**src/rtl/spi_reg_ctrl.sv**
```systemverilog
// rtl/spi_reg_ctrl.sv - framed SPI command sequencer driving a register-file write stream
//
// Purpose:
//   Parses framed byte commands from the SPI slave into single, burst and
//   clear-all writes toward the parameter register file. It uses a one-entry
//   write buffer with a valid/ready handshake. It also flags bad-address,
//   overflow and inter-byte timeout errors.
//
// Ports:
//   i_clk         master clock
//   i_rst_n       asynchronous active-low reset
//   i_frame       frame active (SSEL asserted), clk-synchronous
//   i_byte        received byte, qualified by i_byte_valid
//   i_byte_valid  one-cycle strobe per received byte
//   o_wr_en       write request valid
//   o_wr_addr     write address
//   o_wr_data     write data
//   i_wr_ready    register file accepts (transfer on o_wr_en && i_wr_ready)
//   o_err         one-cycle pulses: [0] bad address, [1] overflow, [2] timeout
//   o_busy        state != IDLE or a write is pending
//   o_frame_cnt   (SPI_REG_CTRL_STATS_EN) commands leaving CMD other than to DISCARD
//   o_err_cnt     (SPI_REG_CTRL_STATS_EN) saturating count of error pulses
//
// Optional feature macro: SPI_REG_CTRL_STATS_EN

module spi_reg_ctrl #(
  parameter int NREGS   = 32,
  parameter int TIMEOUT = 50000
) (
  input  logic        i_clk,
  input  logic        i_rst_n,
  input  logic        i_frame,
  input  logic [7:0]  i_byte,
  input  logic        i_byte_valid,
  output logic        o_wr_en,
  output logic [5:0]  o_wr_addr,
  output logic [7:0]  o_wr_data,
  input  logic        i_wr_ready,
  output logic [2:0]  o_err,
`ifdef SPI_REG_CTRL_STATS_EN
  output logic [15:0] o_frame_cnt,
  output logic [15:0] o_err_cnt,
`endif
  output logic        o_busy
);

  localparam int CW = $clog2(TIMEOUT + 1);

  localparam logic [2:0] ST_IDLE    = 3'd0;
  localparam logic [2:0] ST_CMD     = 3'd1;
  localparam logic [2:0] ST_DATA    = 3'd2;
  localparam logic [2:0] ST_CLEAR   = 3'd3;
  localparam logic [2:0] ST_DISCARD = 3'd4;

  localparam logic [1:0] OP_NOP    = 2'b00;
  localparam logic [1:0] OP_SINGLE = 2'b01;
  localparam logic [1:0] OP_BURST  = 2'b10;
  localparam logic [1:0] OP_CLEAR  = 2'b11;

  localparam logic [6:0]    LP_NREGS   = 7'(NREGS);
  localparam logic [5:0]    LP_LAST    = 6'(NREGS - 1);
  localparam logic [CW-1:0] LP_TIMEOUT = CW'(TIMEOUT);

  logic [2:0]    r_state;
  logic [1:0]    r_op;
  logic [5:0]    r_addr;
  logic [CW-1:0] r_cnt;
  logic          r_wr_en;
  logic [5:0]    r_wr_addr;
  logic [7:0]    r_wr_data;
  logic [2:0]    r_err;

  logic [2:0]    w_state_nxt;
  logic [1:0]    w_op_nxt;
  logic [5:0]    w_addr_nxt;
  logic [2:0]    w_err_nxt;
  logic          w_load;
  logic [7:0]    w_load_data;
  logic          w_cnt_tick;
  logic [CW-1:0] w_cnt_inc;
  logic          w_buf_free;
  logic [5:0]    w_addr_wrap;

  // The single buffer entry can take a new write if it is empty or is being
  // drained this very cycle.
  assign w_buf_free  = !r_wr_en || i_wr_ready;
  assign w_cnt_inc   = r_cnt + CW'(1);
  assign w_addr_wrap = (r_addr == LP_LAST) ? 6'd0 : r_addr + 6'd1;

  always_comb begin
    w_state_nxt = r_state;
    w_op_nxt    = r_op;
    w_addr_nxt  = r_addr;
    w_err_nxt   = 3'b000;
    w_load      = 1'b0;
    w_load_data = 8'h00;
    w_cnt_tick  = 1'b0;

    case (r_state)
      ST_IDLE: begin
        if (i_frame) w_state_nxt = ST_CMD;
      end

      ST_CMD: begin
        if (!i_frame) begin
          w_state_nxt = ST_IDLE;
        end else if (i_byte_valid) begin
          w_op_nxt   = i_byte[7:6];
          w_addr_nxt = i_byte[5:0];
          if ((i_byte[7:6] == OP_SINGLE || i_byte[7:6] == OP_BURST) &&
              ({1'b0, i_byte[5:0]} >= LP_NREGS)) begin
            w_err_nxt[0] = 1'b1;
            w_state_nxt  = ST_DISCARD;
          end else begin
            case (i_byte[7:6])
              OP_NOP:   w_state_nxt = ST_DISCARD;
              OP_CLEAR: begin
                w_state_nxt = ST_CLEAR;
                w_addr_nxt  = 6'd0;
              end
              default:  w_state_nxt = ST_DATA;
            endcase
          end
        end else begin
          w_cnt_tick = 1'b1;
        end
      end

      ST_DATA: begin
        if (!i_frame) begin
          w_state_nxt = ST_IDLE;
        end else if (i_byte_valid) begin
          if (!w_buf_free) begin
            w_err_nxt[1] = 1'b1;
            w_state_nxt  = ST_DISCARD;
          end else begin
            w_load      = 1'b1;
            w_load_data = i_byte;
            if (r_op == OP_SINGLE) w_state_nxt = ST_DISCARD;
            else                   w_addr_nxt  = w_addr_wrap;
          end
        end else begin
          w_cnt_tick = 1'b1;
        end
      end

      // Runs to completion regardless of FRAME; r_addr doubles as the clear index.
      ST_CLEAR: begin
        if (w_buf_free) begin
          w_load = 1'b1;
          if (r_addr == LP_LAST) w_state_nxt = i_frame ? ST_DISCARD : ST_IDLE;
          else                   w_addr_nxt  = r_addr + 6'd1;
        end
      end

      ST_DISCARD: begin
        if (!i_frame) w_state_nxt = ST_IDLE;
      end

      default: w_state_nxt = ST_IDLE;
    endcase

    if (w_cnt_tick && (w_cnt_inc == LP_TIMEOUT)) begin
      w_err_nxt[2] = 1'b1;
      w_state_nxt  = ST_DISCARD;
    end
  end

  always_ff @(posedge i_clk or negedge i_rst_n) begin
    if (!i_rst_n) begin
      r_state   <= ST_IDLE;
      r_op      <= OP_NOP;
      r_addr    <= 6'd0;
      r_cnt     <= '0;
      r_wr_en   <= 1'b0;
      r_wr_addr <= 6'd0;
      r_wr_data <= 8'h00;
      r_err     <= 3'b000;
    end else begin
      r_state <= w_state_nxt;
      r_op    <= w_op_nxt;
      r_addr  <= w_addr_nxt;
      r_err   <= w_err_nxt;

      if (i_byte_valid || (w_state_nxt != r_state)) r_cnt <= '0;
      else if (w_cnt_tick)                          r_cnt <= w_cnt_inc;

      if (w_load) begin
        r_wr_en   <= 1'b1;
        r_wr_addr <= r_addr;
        r_wr_data <= w_load_data;
      end else if (r_wr_en && i_wr_ready) begin
        r_wr_en <= 1'b0;
      end
    end
  end

`ifdef SPI_REG_CTRL_STATS_EN
  logic [15:0] r_frame_cnt;
  logic [15:0] r_err_cnt;
  logic        w_frame_hit;

  assign w_frame_hit = (r_state == ST_CMD) && (w_state_nxt != ST_CMD) &&
                       (w_state_nxt != ST_DISCARD);

  always_ff @(posedge i_clk or negedge i_rst_n) begin
    if (!i_rst_n) begin
      r_frame_cnt <= 16'd0;
      r_err_cnt   <= 16'd0;
    end else begin
      if (w_frame_hit) r_frame_cnt <= r_frame_cnt + 16'd1;
      if ((w_err_nxt != 3'b000) && (r_err_cnt != 16'hFFFF)) r_err_cnt <= r_err_cnt + 16'd1;
    end
  end

  assign o_frame_cnt = r_frame_cnt;
  assign o_err_cnt   = r_err_cnt;
`endif

  assign o_wr_en   = r_wr_en;
  assign o_wr_addr = r_wr_addr;
  assign o_wr_data = r_wr_data;
  assign o_err     = r_err;
  assign o_busy    = (r_state != ST_IDLE) || r_wr_en;

endmodule

```
**config.mk**
```make
export PLATFORM = sky130hd
export DESIGN_NAME = spi_reg_ctrl
export DESIGN_NICKNAME = d
export VERILOG_FILES = /design/src/rtl/spi_reg_ctrl.sv
export SDC_FILE = /design/constraint.sdc
export NUM_CORES = 1
export LEC_CHECK = 0
export BUFFER_PORTS_ARGS = -buffer_cell sky130_fd_sc_hd__buf_2
export CAP_MARGIN = 20
export CORE_MARGIN = 1.5
export CORE_UTILIZATION = 58
export CTS_CLUSTER_DIAMETER = 120
export DETAILED_ROUTE_END_ITERATION = 10
export PLACE_DENSITY = 0.8
export REMOVE_ABC_BUFFERS = 1
export SETUP_SLACK_MARGIN = 0.4
export SYNTH_ARGS = -nofsm -noshare
export SYNTH_HDL_FRONTEND = slang
export SYNTH_SLANG_ARGS = --single-unit
```
**constraint.sdc**
```tcl
create_clock -name i_clk -period 2.5 [get_ports i_clk]
set_clock_uncertainty 0.05 [all_clocks]
set_input_delay 0.125 -clock i_clk [delete_from_list [all_inputs] [get_ports i_clk]]
set_output_delay 0.125 -clock i_clk [all_outputs]
set_load 0.005 [all_outputs]
```
==> summary.txt, run 1 <==
Critical path
  – Crit. End Element: register
  – Max incr delay on CP: around 0.50 ns
  – CP startpoint: r_addr[0]
  – Crit path depth: 8
  – R2R Path End: r_cnt[9]
  – Critical path fanouts, max: 8
  – Buf+Inv Stages, Crit Path: 1
  – Critical path, cell by cell: ha_4, nand4_1, or3_4, a21oi_4, o31ai_1, nand3b_1, buf_6, nor3_1
  – CP delay by family, top: simple AND/OR/NAND/NOR gates
  – Crit path max-delay cell type: or3_4
  – R2r setup slk: around 0.38 ns
  – Worst r2r path cells: 8
  – Worst EP required: roughly 2.6 ns
  – Crit path arrival time: roughly 2.3 ns
  – Setup CP Type: reg -> reg
  – Worst setup SP type: register
  – RR Startpoint: r_addr[0]

Flow run
  – Max cap viols: 0

Finish
  – Post-route cell area: between 3000 and 4000 um2
  – Commonest non-fill, non-tap cell in the layout: dfrtp_1
  – Ratio of cells with drive above 1 in the final layout: 0.290
  – Fill cells: 295
  – Antenna diodes: 0
  – Multi-input logic area: 1390 um2
  – Area Overhead vs Synth: 18.5%
  – Final core occ: 0.735
  – Storage cell area: around 1100 um2
  – Commonest non-fill, non-tap cells in the layout: 39 x dfrtp_1, 34 x nand2_1, 31 x buf_2, 19 x o21ai_0
  – Final #Nets: ~330
  – Finished Layout Cells: 364

Die
  – # rows: 23
  – Boundary Pins: 32
  – Core footprint: between 4000 and 5000 um2
  – Initial Util: 0.621
  – Chip Width: between 60 and 70 um
  – Die area: 4810 um2
  – Die Ht: 69.4 um

Yosys
  – Top cell type by total area after synthesis: dfrtp_1
  – Top FF cell, synth: dfrtp_1
  – Post-Syn Area: between 2000 and 3000 um2
  – Syn. warnings: 0
  – Async S/R FF share, synth: 1.00
  – Synth top area cells: dfrtp_1 44%, xor2_1 5.1%, nand2_1 5.0%
  – Cells after Synth: 277
  – Syn avg cell area: around 9.2 um2
  – Seq cells post-synth: between 40 and 50
  – Post-synth cell types: 43
  – Post-synth EDFFs: 0
  – Post-synthesis sequential area ratio: 0.441
  – Yosys top cell area share: 0.441

Clocking
  – CTS buffer count: 5
  – Clk_lat worst skew: around 0.3 ns
  – H-tree Lvls: 2
  – CTS Root Cell: clkbuf_8
  – Clock sinks: between 40 and 50
  – CTS Buffer Depth: 2
  – CTS tree: yes
  – CTS clock-pin slew for the worst setup and hold paths: around 0.080 ns

Power
  – Worst vdd ir: 489 uV
  – Leak: between 1 and 1.5 nW
  – Cell area power density: about 640 nW/um2

Global routing
  – Pin count of the biggest net entering global routing: between 40 and 50
  – GRT overflow: 0
  – Gr usage total: 0.248
  – Vias in the first global route: about 2100
  – First-pass GRT wire length: just under 10 mm
  – Initial antenna violation count: 0

STA
  – Slew Limit Fails: 0
  – Final setup violating endpoints: 0
  – Worst-Margin Slew: 0.702 ns
  – Rel. slew slack: 0.532
  – Minimum clock period: approximately 2.1 ns
  – FMAX: about 470 MHz
  – Unrepaired setup endpoints after global routing: true
  – Fin Hold WS: 0.0252 ns
  – Final Hold Vio Count: 0
  – Tcrit/Tclk final: 0.847

Place
  – Placed cell count: between 300 and 400
  – HPWL after DPL: roughly 3.8 mm
  – Placed cell area: ~2700 um2
  – GPL Wtd Cong: 0.913
  – IO buf count: 31

Min path
  – Start point of the worst min-delay path: i_byte[2]
  – Hold EP: o_wr_data[2]
  – Cell count of the worst hold path: 3
  – Worst min path class: in -> reg

Status
  – Status: finished clean

Route
  – Pre-Repair DR Iteration Count: 5
  – Wire length per cell: roughly 17 um
  – DRT iter0 DRCs: 196
  – Detail Route Antenna Nets: 0
  – # DRC: 0
  – WL final: 6.09 mm
  – Via count: around 2200
  – Vias per std cell: 6.06
-- layer usage --
metal	vias up	wire [um]	track usage
met5	-	0	0
li1	1053	-	-
met4	0	115	0.0915
met2	96	3110	0.408
met3	12	300	0.0422
met1	1046	2570	0.331
-- synthesized netlist by cell type, types with 7 or more instances --
| library cell | n |
|---|---|
| inv_1 | 8 |
| nand2_1 | 34 |
| a21oi_1 | 11 |
| clkbuf_1 | 11 |
| dfrtp_1 | 45 |
| nor2_1 | 16 |
| nand4_1 | 11 |
| and3_1 | 7 |
| o21ai_0 | 20 |
| nor3_1 | 15 |
| xor2_1 | 15 |
-- state kept, by name, indices dropped and copies added (netlist names) --
| name | cells |
|---|---|
| r_op | 2 |
| r_state | 3 |
| o_wr_addr | 6 |
| o_wr_en | 1 |
| r_cnt | 16 |
| r_addr | 6 |
| o_err | 3 |
| o_wr_data | 8 |
-- through the flow --
stage / setup WS (ns) / TNS [ns] / power (mW)
after floorplan: -0.245 / -2.79 / 1.24
final: 0.383 / 0 / 1.94
after detailed placement: 0.358 / 0 / 1.44
after CTS: 0.387 / 0 / 1.87
after global routing: 0.317 / 0 / 2.05
after global placement: 0.396 / 0 / 1.41
-- kinds of logic after synthesis --
group,after synthesis,share of synthesized area
buffers and inverters,29,0.0583
xor gates and xnor gates,21,0.0720
DFF,45,0.441
and+or+nand+nor,117,0.243
adders and majority gates,6,0.0294
muxes,7,0.0304
AOI/OAI and AO/OA,52,0.126
-- tightest hold or removal path: cells and delay by family --
kind	cells	cell delay, ns
AO/OA/AOI/OAI	1	0.06
buffers and inverters	1	0.11
AND/OR/NAND/NOR	1	0.04
-- report_power, final --
| part | internal, mW | leakage, nW | switching (mW) |
|---|---|---|---|
| sequential | 0.854 | 0.591 | 0.124 |
| combinational | 0.262 | 0.719 | 0.283 |
| clock | 0.184 | 0.0399 | 0.234 |
| total | 1.30 | 1.35 | 0.641 |
-- worst max path at each step --
stage | slack [ns] | endpoint
2_1_floorplan | -0.25 | r_cnt[0]
4_1_cts | 0.39 | r_addr[3]
3_3_place_gp | 0.40 | r_cnt[9]
3_5_place_dp | 0.36 | r_addr[3]
5_1_grt | 0.32 | r_cnt[7]
6_report | 0.38 | r_cnt[9]
-- timing repair --
item | 4_1_cts | 5_1_grt
hold buffers | 1 | 0
resized for setup | 5 | 30
hold endpoints to repair | 45 | 0
gates cloned | 0 | 2
setup endpoints to repair | 20 | 35
pin swaps | 1 | 7
setup buffers | 4 | 5
-- cell type report --
class,instances,area share
multi-input combinational,204,0.461
sequential,45,0.375
timing repair buffer,51,0.110
clock buffer,5,0.0227
tap,50,0.0207
inverter,8,0.00993
clock inverter,1,0.00165
(Power assumes the default switching activity.)
==> run 2: changes to the inputs <==
clock period = 2 ns   (was 2.5 ns; I/O delays follow)
==> run 2 against run 1 <==
  * The run now ends with negative setup slack left
  * Clock-buffer cell count unchanged
  * Sequential cell count did not move
  * Sequential power increased by 28%
  * First-iteration DRC count up 27%
  * Worst hold slack worse by 0.0051 ns
  * Critical endpoint is now r_cnt[7]
  * Clock power is 47% higher
  * Highest routed layer unchanged
  * Core utilization increased by 17 points
  * Total power rose by 57%
==> summary.txt, run 2 (same netlist as run 1, synthesis figures left out) <==
Clocking
  – CTS tree: yes (unchanged)
  – CTS Buffer Depth: 2 (unchanged)
  – H-tree Lvls: 2 (unchanged)
  – CTS clock-pin slew for the worst setup and hold paths: 0.10 ns (was 0.08 ns)
  – Clk_lat worst skew: 0.32 ns (was 0.30 ns)
  – CTS buffer count: 5 (unchanged)
  – Clock sinks: 45 (unchanged)
  – CTS Root Cell: clkbuf_8 (unchanged)

Finish
  – Max reg flops: 16 (unchanged)
  – Final core occ: 0.908 (was 0.735)
  – Commonest non-fill, non-tap cells in the layout: 43 x dfrtp_1, 41 x buf_4, 31 x buf_2, 25 x nand2_1, 15 x xor2_1 (was 39 x dfrtp_1, 34 x nand2_1, 31 x buf_2, 19 x o21ai_0)
  – Antenna diodes: 0 (unchanged)
  – Finished Layout Cells: 408 (was 364)
  – Final #Nets: 376 (was 334)
  – Ratio of cells with drive above 1 in the final layout: 0.472 (was 0.290)
  – Largest register by flop count: r_cnt (unchanged)
  – Commonest non-fill, non-tap cell in the layout: dfrtp_1 (unchanged)
  – Post-route cell area: 3740 um2 (was 3030 um2)
  – Area Overhead vs Synth: 46.4% (was 18.5%)

Route
  – Wire length per cell: 23.4 um (was 16.7 um)
  – Detail Route Antenna Nets: 0 (unchanged)
  – WL final: 9.54 mm (was 6.09 mm)
  – Vias per std cell: 6.68 (was 6.06)
  – DRT iter0 DRCs: 248 (was 196)
  – Pre-Repair DR Iteration Count: 7 (was 5)
  – # DRC: 0 (unchanged)
  – Via count: 2726 (was 2207)

Min path
  – Worst min path class: in -> reg (unchanged)
  – Start point of the worst min-delay path: i_byte[5] (was i_byte[2])
  – Cell count of the worst hold path: 3 (unchanged)
  – Hold EP: o_wr_data[5] (was o_wr_data[2])

Power
  – Worst vdd ir: 874 uV (was 489 uV)
  – Leak: 1.66 nW (was 1.35 nW)
  – Cell area power density: 817 nW/um2 (was 642 nW/um2)

Place
  – Placed cell count: 366 (was 345)
  – IO buf count: 31 (unchanged)
  – GPL Wtd Cong: 0.899 (was 0.913)
  – HPWL after DPL: 3.99 mm (was 3.80 mm)
  – Placed cell area: 2880 um2 (was 2710 um2)

Global routing
  – Initial antenna violation count: 0 (unchanged)
  – First-pass GRT wire length: 10.7 mm (was 9.80 mm)
  – Gr usage total: 0.277 (was 0.248)
  – Pin count of the biggest net entering global routing: 35 (was 46)
  – GRT overflow: 0 (unchanged)
  – Vias in the first global route: 2207 (was 2088)

Critical path
  – Critical path fanouts, max: 8 (unchanged)
  – Worst setup SP type: register (unchanged)
  – Worst r2r path cells: 8 (unchanged)
  – Crit path arrival time: 2.34 ns (was 2.26 ns)
  – R2r setup slk: -0.19 ns (was 0.38 ns)
  – R2R Path End: r_cnt[7] (was r_cnt[9])
  – Worst EP required: 2.15 ns (was 2.64 ns)
  – Crit. End Element: register (unchanged)
  – RR Startpoint: r_addr[0] (unchanged)
  – Setup CP Type: reg -> reg (unchanged)
  – CP startpoint: r_addr[0] (unchanged)

Flow run
  – Max cap viols: 0 (unchanged)

STA
  – Worst-Margin Slew: 0.553 ns (was 0.702 ns)
  – Final setup violating endpoints: 19 (was 0)
  – Unrepaired setup endpoints after global routing: true (unchanged)
  – Slew Limit Fails: 0 (unchanged)
  – Fin Hold WS: 0.0201 ns (was 0.0252 ns)
  – Tcrit/Tclk final: 1.10 (was 0.847)
  – Setup ws final: -0.190 ns (was 0.383 ns)
  – FMAX: 457 MHz (was 472 MHz)
  – Rel. slew slack: 0.631 (was 0.532)
  – Setup TNS Final: -2.85 ns (was 0 ns)
  – Final Hold Vio Count: 0 (unchanged)
  – Minimum clock period: 2.19 ns (was 2.12 ns)

Status
  – Failing checks: negative setup slack
  – Status: finished with violations (was finished clean)

Die
  – Initial Util: 0.621 (unchanged)
  – Chip Width: 69.4 um (unchanged)
  – # rows: 23 (unchanged)
  – Core footprint: 4120 um2 (unchanged)
  – Die Ht: 69.4 um (unchanged)
  – Boundary Pins: 32 (unchanged)
  – Die area: 4810 um2 (unchanged)
==> run 2: power breakdown <==
group / total, mW / switching [mW] / internal (mW)
combinational: 1.19 / 0.620 / 0.570
sequential: 1.25 / 0.185 / 1.06
clock: 0.616 / 0.363 / 0.253
==> run 2: worst max path at each step <==
stage	endpoint	slack, ns	cells after the start
final	r_cnt[7]	-0.19	8
after global routing	r_cnt[4]	-0.21	8
after CTS	r_state[1]	0.06	8
after detailed placement	r_cnt[1]	0.03	8
after global placement	r_state[1]	0.07	7
after floorplan	r_cnt[0]	-0.75	5
==> run 2: cell type report <==
type / count / area (um2)
clock buffers: 5 / 68.8
clock inverters: 3 / 25.0
fillers: 147 / 377
inverters: 8 / 30.0
multi-input cells: 205 / 1690
flip-flops and latches: 45 / 1130
well taps: 50 / 62.6
repair buffers: 92 / 729
==> run 2: routing by layer <==
layer,global-route usage,share of wire,wire length [um],vias to the layer above
li1,-,-,-,1154
met1,0.359,0.37,3530,1316
met2,0.468,0.50,4780,198
met3,0.0480,0.073,700,58
met4,0.100,0.056,533,0
met5,0,0,0,-
==> run 2: critical path: stages (launching register included) <==
cell	delay, ns
dfrtp_1	0.39
ha_2	0.22
nand4_1	0.21
nor4b_2	0.36
o21bai_4	0.21
o31ai_2	0.10
nand3b_1	0.25
clkbuf_16	0.25
nor2_4	0.04
==> run 2: repair_timing <==
action	4_1_cts	5_1_grt
endpoints found under the hold margin	16	0
setup endpoints to repair	43	43
setup buffers	6	19
cloned	1	2
resized for setup	26	95
pin swaps	6	19
hold buffers	6	0
==> run 2: through the flow <==
step,total power [mW],worst slack (ns)
2_1_floorplan,1.55,-0.745
3_3_place_gp,1.83,0.0728
3_5_place_dp,1.86,0.0276
4_1_cts,2.56,0.0608
5_1_grt,3.14,-0.211
6_report,3.06,-0.190
==> run 3: changes to the inputs <==
RECOVER_POWER = 100   (was not set)
==> run 3 against run 2 <==
  * The run still ends with negative setup slack left
  * Core utilization shrank 0.15 points
  * Worst hold slack worse by 0.0021 ns
  * Sequential power about the same
  * Die area stayed put
  * Critical path type unchanged
  * Critical endpoint unchanged
==> summary.txt, run 3 (same netlist as run 1, synthesis figures left out) <==
Finish
  – Antenna diodes: 0 (unchanged)
  – Commonest non-fill, non-tap cell in the layout: dfrtp_1 (unchanged)
  – Area Overhead vs Synth: 46.2% (was 46.4%)
  – Ratio of cells with drive above 1 in the final layout: 0.458 (was 0.472)
  – Final #Nets: 376 (unchanged)
  – Commonest non-fill, non-tap cells in the layout: 43 x dfrtp_1, 41 x buf_4, 26 x buf_2, 25 x nand2_1, 15 x xor2_1 (was 43 x dfrtp_1, 41 x buf_4, 31 x buf_2, 25 x nand2_1, 15 x xor2_1)
  – Largest register by flop count: r_cnt (unchanged)
  – Max reg flops: 16 (unchanged)

Clocking
  – CTS Buffer Depth: 2 (unchanged)
  – Clock sinks: 45 (unchanged)
  – CTS tree: yes (unchanged)
  – CTS buffer count: 5 (unchanged)
  – CTS Root Cell: clkbuf_8 (unchanged)
  – H-tree Lvls: 2 (unchanged)
  – Clk_lat worst skew: 0.32 ns (about the same)
  – CTS clock-pin slew for the worst setup and hold paths: 0.10 ns (about the same)

Route
  – DRT iter0 DRCs: 282 (was 248)
  – WL final: 9.56 mm (was 9.54 mm)
  – Detail Route Antenna Nets: 0 (unchanged)
  – Met2 wire length: 4.77 mm (was 4.78 mm)
  – DR top layer: met4 (unchanged)
  – Wl on met1: 3.46 mm (was 3.53 mm)
  – Vias per std cell: 6.76 (was 6.68)
  – Wire length per cell: 23.4 um (about the same)
  – # DRC: 0 (unchanged)
  – Pre-Repair DR Iteration Count: 5 (was 7)
  – Routed wl met3: 725 um (was 700 um)
  – Via count: 2760 (was 2726)

Power
  – Worst vdd ir: 879 uV (was 874 uV)
  – Cell area power density: 819 nW/um2 (was 817 nW/um2)
  – Power, Total: 3.06 mW (about the same)
  – Leak: 1.64 nW (was 1.66 nW)

Critical path
  – Crit path arrival time: 2.33 ns (was 2.34 ns)
  – Worst EP required: 2.15 ns (about the same)
  – Critical path fanouts, max: 8 (unchanged)
  – Crit path max-delay cell type: dfrtp_1 (unchanged)
  – Buf+Inv Stages, Crit Path: 1 (unchanged)
  – Critical path, cell by cell: ha_2, nand4_1, nor4b_2, o21bai_4, o31ai_2, nand3b_1, clkbuf_16, nor2_4 (unchanged)
  – Worst setup SP type: register (unchanged)
  – Max incr delay on CP: 0.40 ns (was 0.39 ns)
  – Setup CP Type: reg -> reg (unchanged)
  – Crit. End Element: register (unchanged)
  – CP delay by family, top: simple AND/OR/NAND/NOR gates (unchanged)

STA
  – FMAX: 460 MHz (was 457 MHz)
  – Minimum clock period: 2.17 ns (was 2.19 ns)
  – Tcrit/Tclk final: 1.09 (was 1.10)
  – Setup ws final: -0.174 ns (was -0.190 ns)
  – Setup TNS Final: -2.57 ns (was -2.85 ns)
  – Final Hold Vio Count: 0 (unchanged)
  – Unrepaired setup endpoints after global routing: true (unchanged)
  – Slew Limit Fails: 0 (unchanged)
  – Worst-Margin Slew: 0.663 ns (was 0.553 ns)
  – Final setup violating endpoints: 19 (unchanged)
  – Rel. slew slack: 0.558 (was 0.631)

Die
  – # rows: 23 (unchanged)
  – Core footprint: 4120 um2 (unchanged)
  – Die Ht: 69.4 um (unchanged)
  – Initial Util: 0.621 (unchanged)
  – Chip Width: 69.4 um (unchanged)
  – Die area: 4810 um2 (unchanged)
  – Boundary Pins: 32 (unchanged)

Global routing
  – First-pass GRT wire length: 10.7 mm (unchanged)
  – Initial antenna violation count: 0 (unchanged)
  – GRT overflow: 0 (unchanged)
  – Vias in the first global route: 2207 (unchanged)
  – Gr usage total: 0.277 (unchanged)
  – Pin count of the biggest net entering global routing: 35 (unchanged)

Status
  – Failing checks: negative setup slack (unchanged)
  – Status: finished with violations (unchanged)

Place
  – IO buf count: 31 (unchanged)
  – Dpl ws: 0.0276 ns (unchanged)
  – GPL Wtd Cong: 0.899 (unchanged)
  – HPWL after DPL: 3.99 mm (unchanged)

Min path
  – Worst min path class: in -> reg (unchanged)

Flow run
  – Max cap viols: 0 (unchanged)
run 3: cell count changes in the layout (fill, tap and decap cells not counted):
| cell | before | now |
|---|---|---|
| clkbuf_1 | 0 | 5 |
| buf_2 | 31 | 26 |
run 3: report_power, final:
| group | switching, mW | internal (mW) | leakage (nW) |
|---|---|---|---|
| registers | 0.187 | 1.06 | 0.597 |
| clock network | 0.370 | 0.253 | 0.0447 |
| logic | 0.621 | 0.562 | 0.997 |
| total | 1.18 | 1.88 | 1.64 |
run 3: per-stage QoR:
stage,hold WS [ns],instances,utilization,area (um2)
final,0.0180,408,0.907,3730
after global routing,0.00831,408,0.907,3730
after CTS,0.0224,387,0.776,3190
after detailed placement,-0.0615,366,0.701,2880
after global placement,-0.0587,366,0.701,2880
after floorplan,-0.246,256,-,2430
run 3: timing repair:
action / CTS / global route
buffers inserted: 6 / 19
pin swaps: 6 / 19
endpoints found under the setup margin: 43 / 43
endpoints found under the hold margin: 16 / 0
hold buffers: 6 / 0
gates cloned: 1 / 2
resized for setup: 26 / 95
run 3: layout make-up:
type	count	area, um2
Timing Repair Buffer	92	723
Clock buffer	5	68.8
Inverter	8	30.0
Sequential cell	45	1130
Fill cell	149	383
Tap cell	50	62.6
Multi-Input combinational cell	205	1690
Clock inverter	3	25.0
run 3: worst paths after layout:
| path | start | to | slack [ns] | cells after the start |
|---|---|---|---|---|
| setup / recovery | r_addr[0] | r_cnt[7] | -0.17 | 8 |
| hold / removal | i_byte[5] | o_wr_data[5] | 0.02 | 3 |
| setup reg to reg | r_addr[0] | r_cnt[7] | -0.17 | 8 |
| hold reg to reg | o_wr_data[7] | o_wr_data[7] | 0.46 | 2 |
| max in group asynchronous | i_rst_n | r_state[2] | 0.69 | 3 |
| min in group asynchronous | i_rst_n | r_cnt[11] | 0.25 | 2 |
run 3: worst register-to-register path: cells and delay by family (launching register included):
kind / cells / cell delay [ns]
AND/OR/NAND/NOR: 4 / 0.83
AO/OA/AOI/OAI: 2 / 0.31
flip-flops: 1 / 0.40
adder cells (fa/ha/maj): 1 / 0.22
buffers and inverters: 1 / 0.25
run 3: layer usage:
| metal | GRT usage | up-vias |
|---|---|---|
| li1 | - | 1153 |
| met1 | 0.359 | 1326 |
| met2 | 0.468 | 210 |
| met3 | 0.0480 | 71 |
| met4 | 0.100 | 0 |
| met5 | 0 | - |
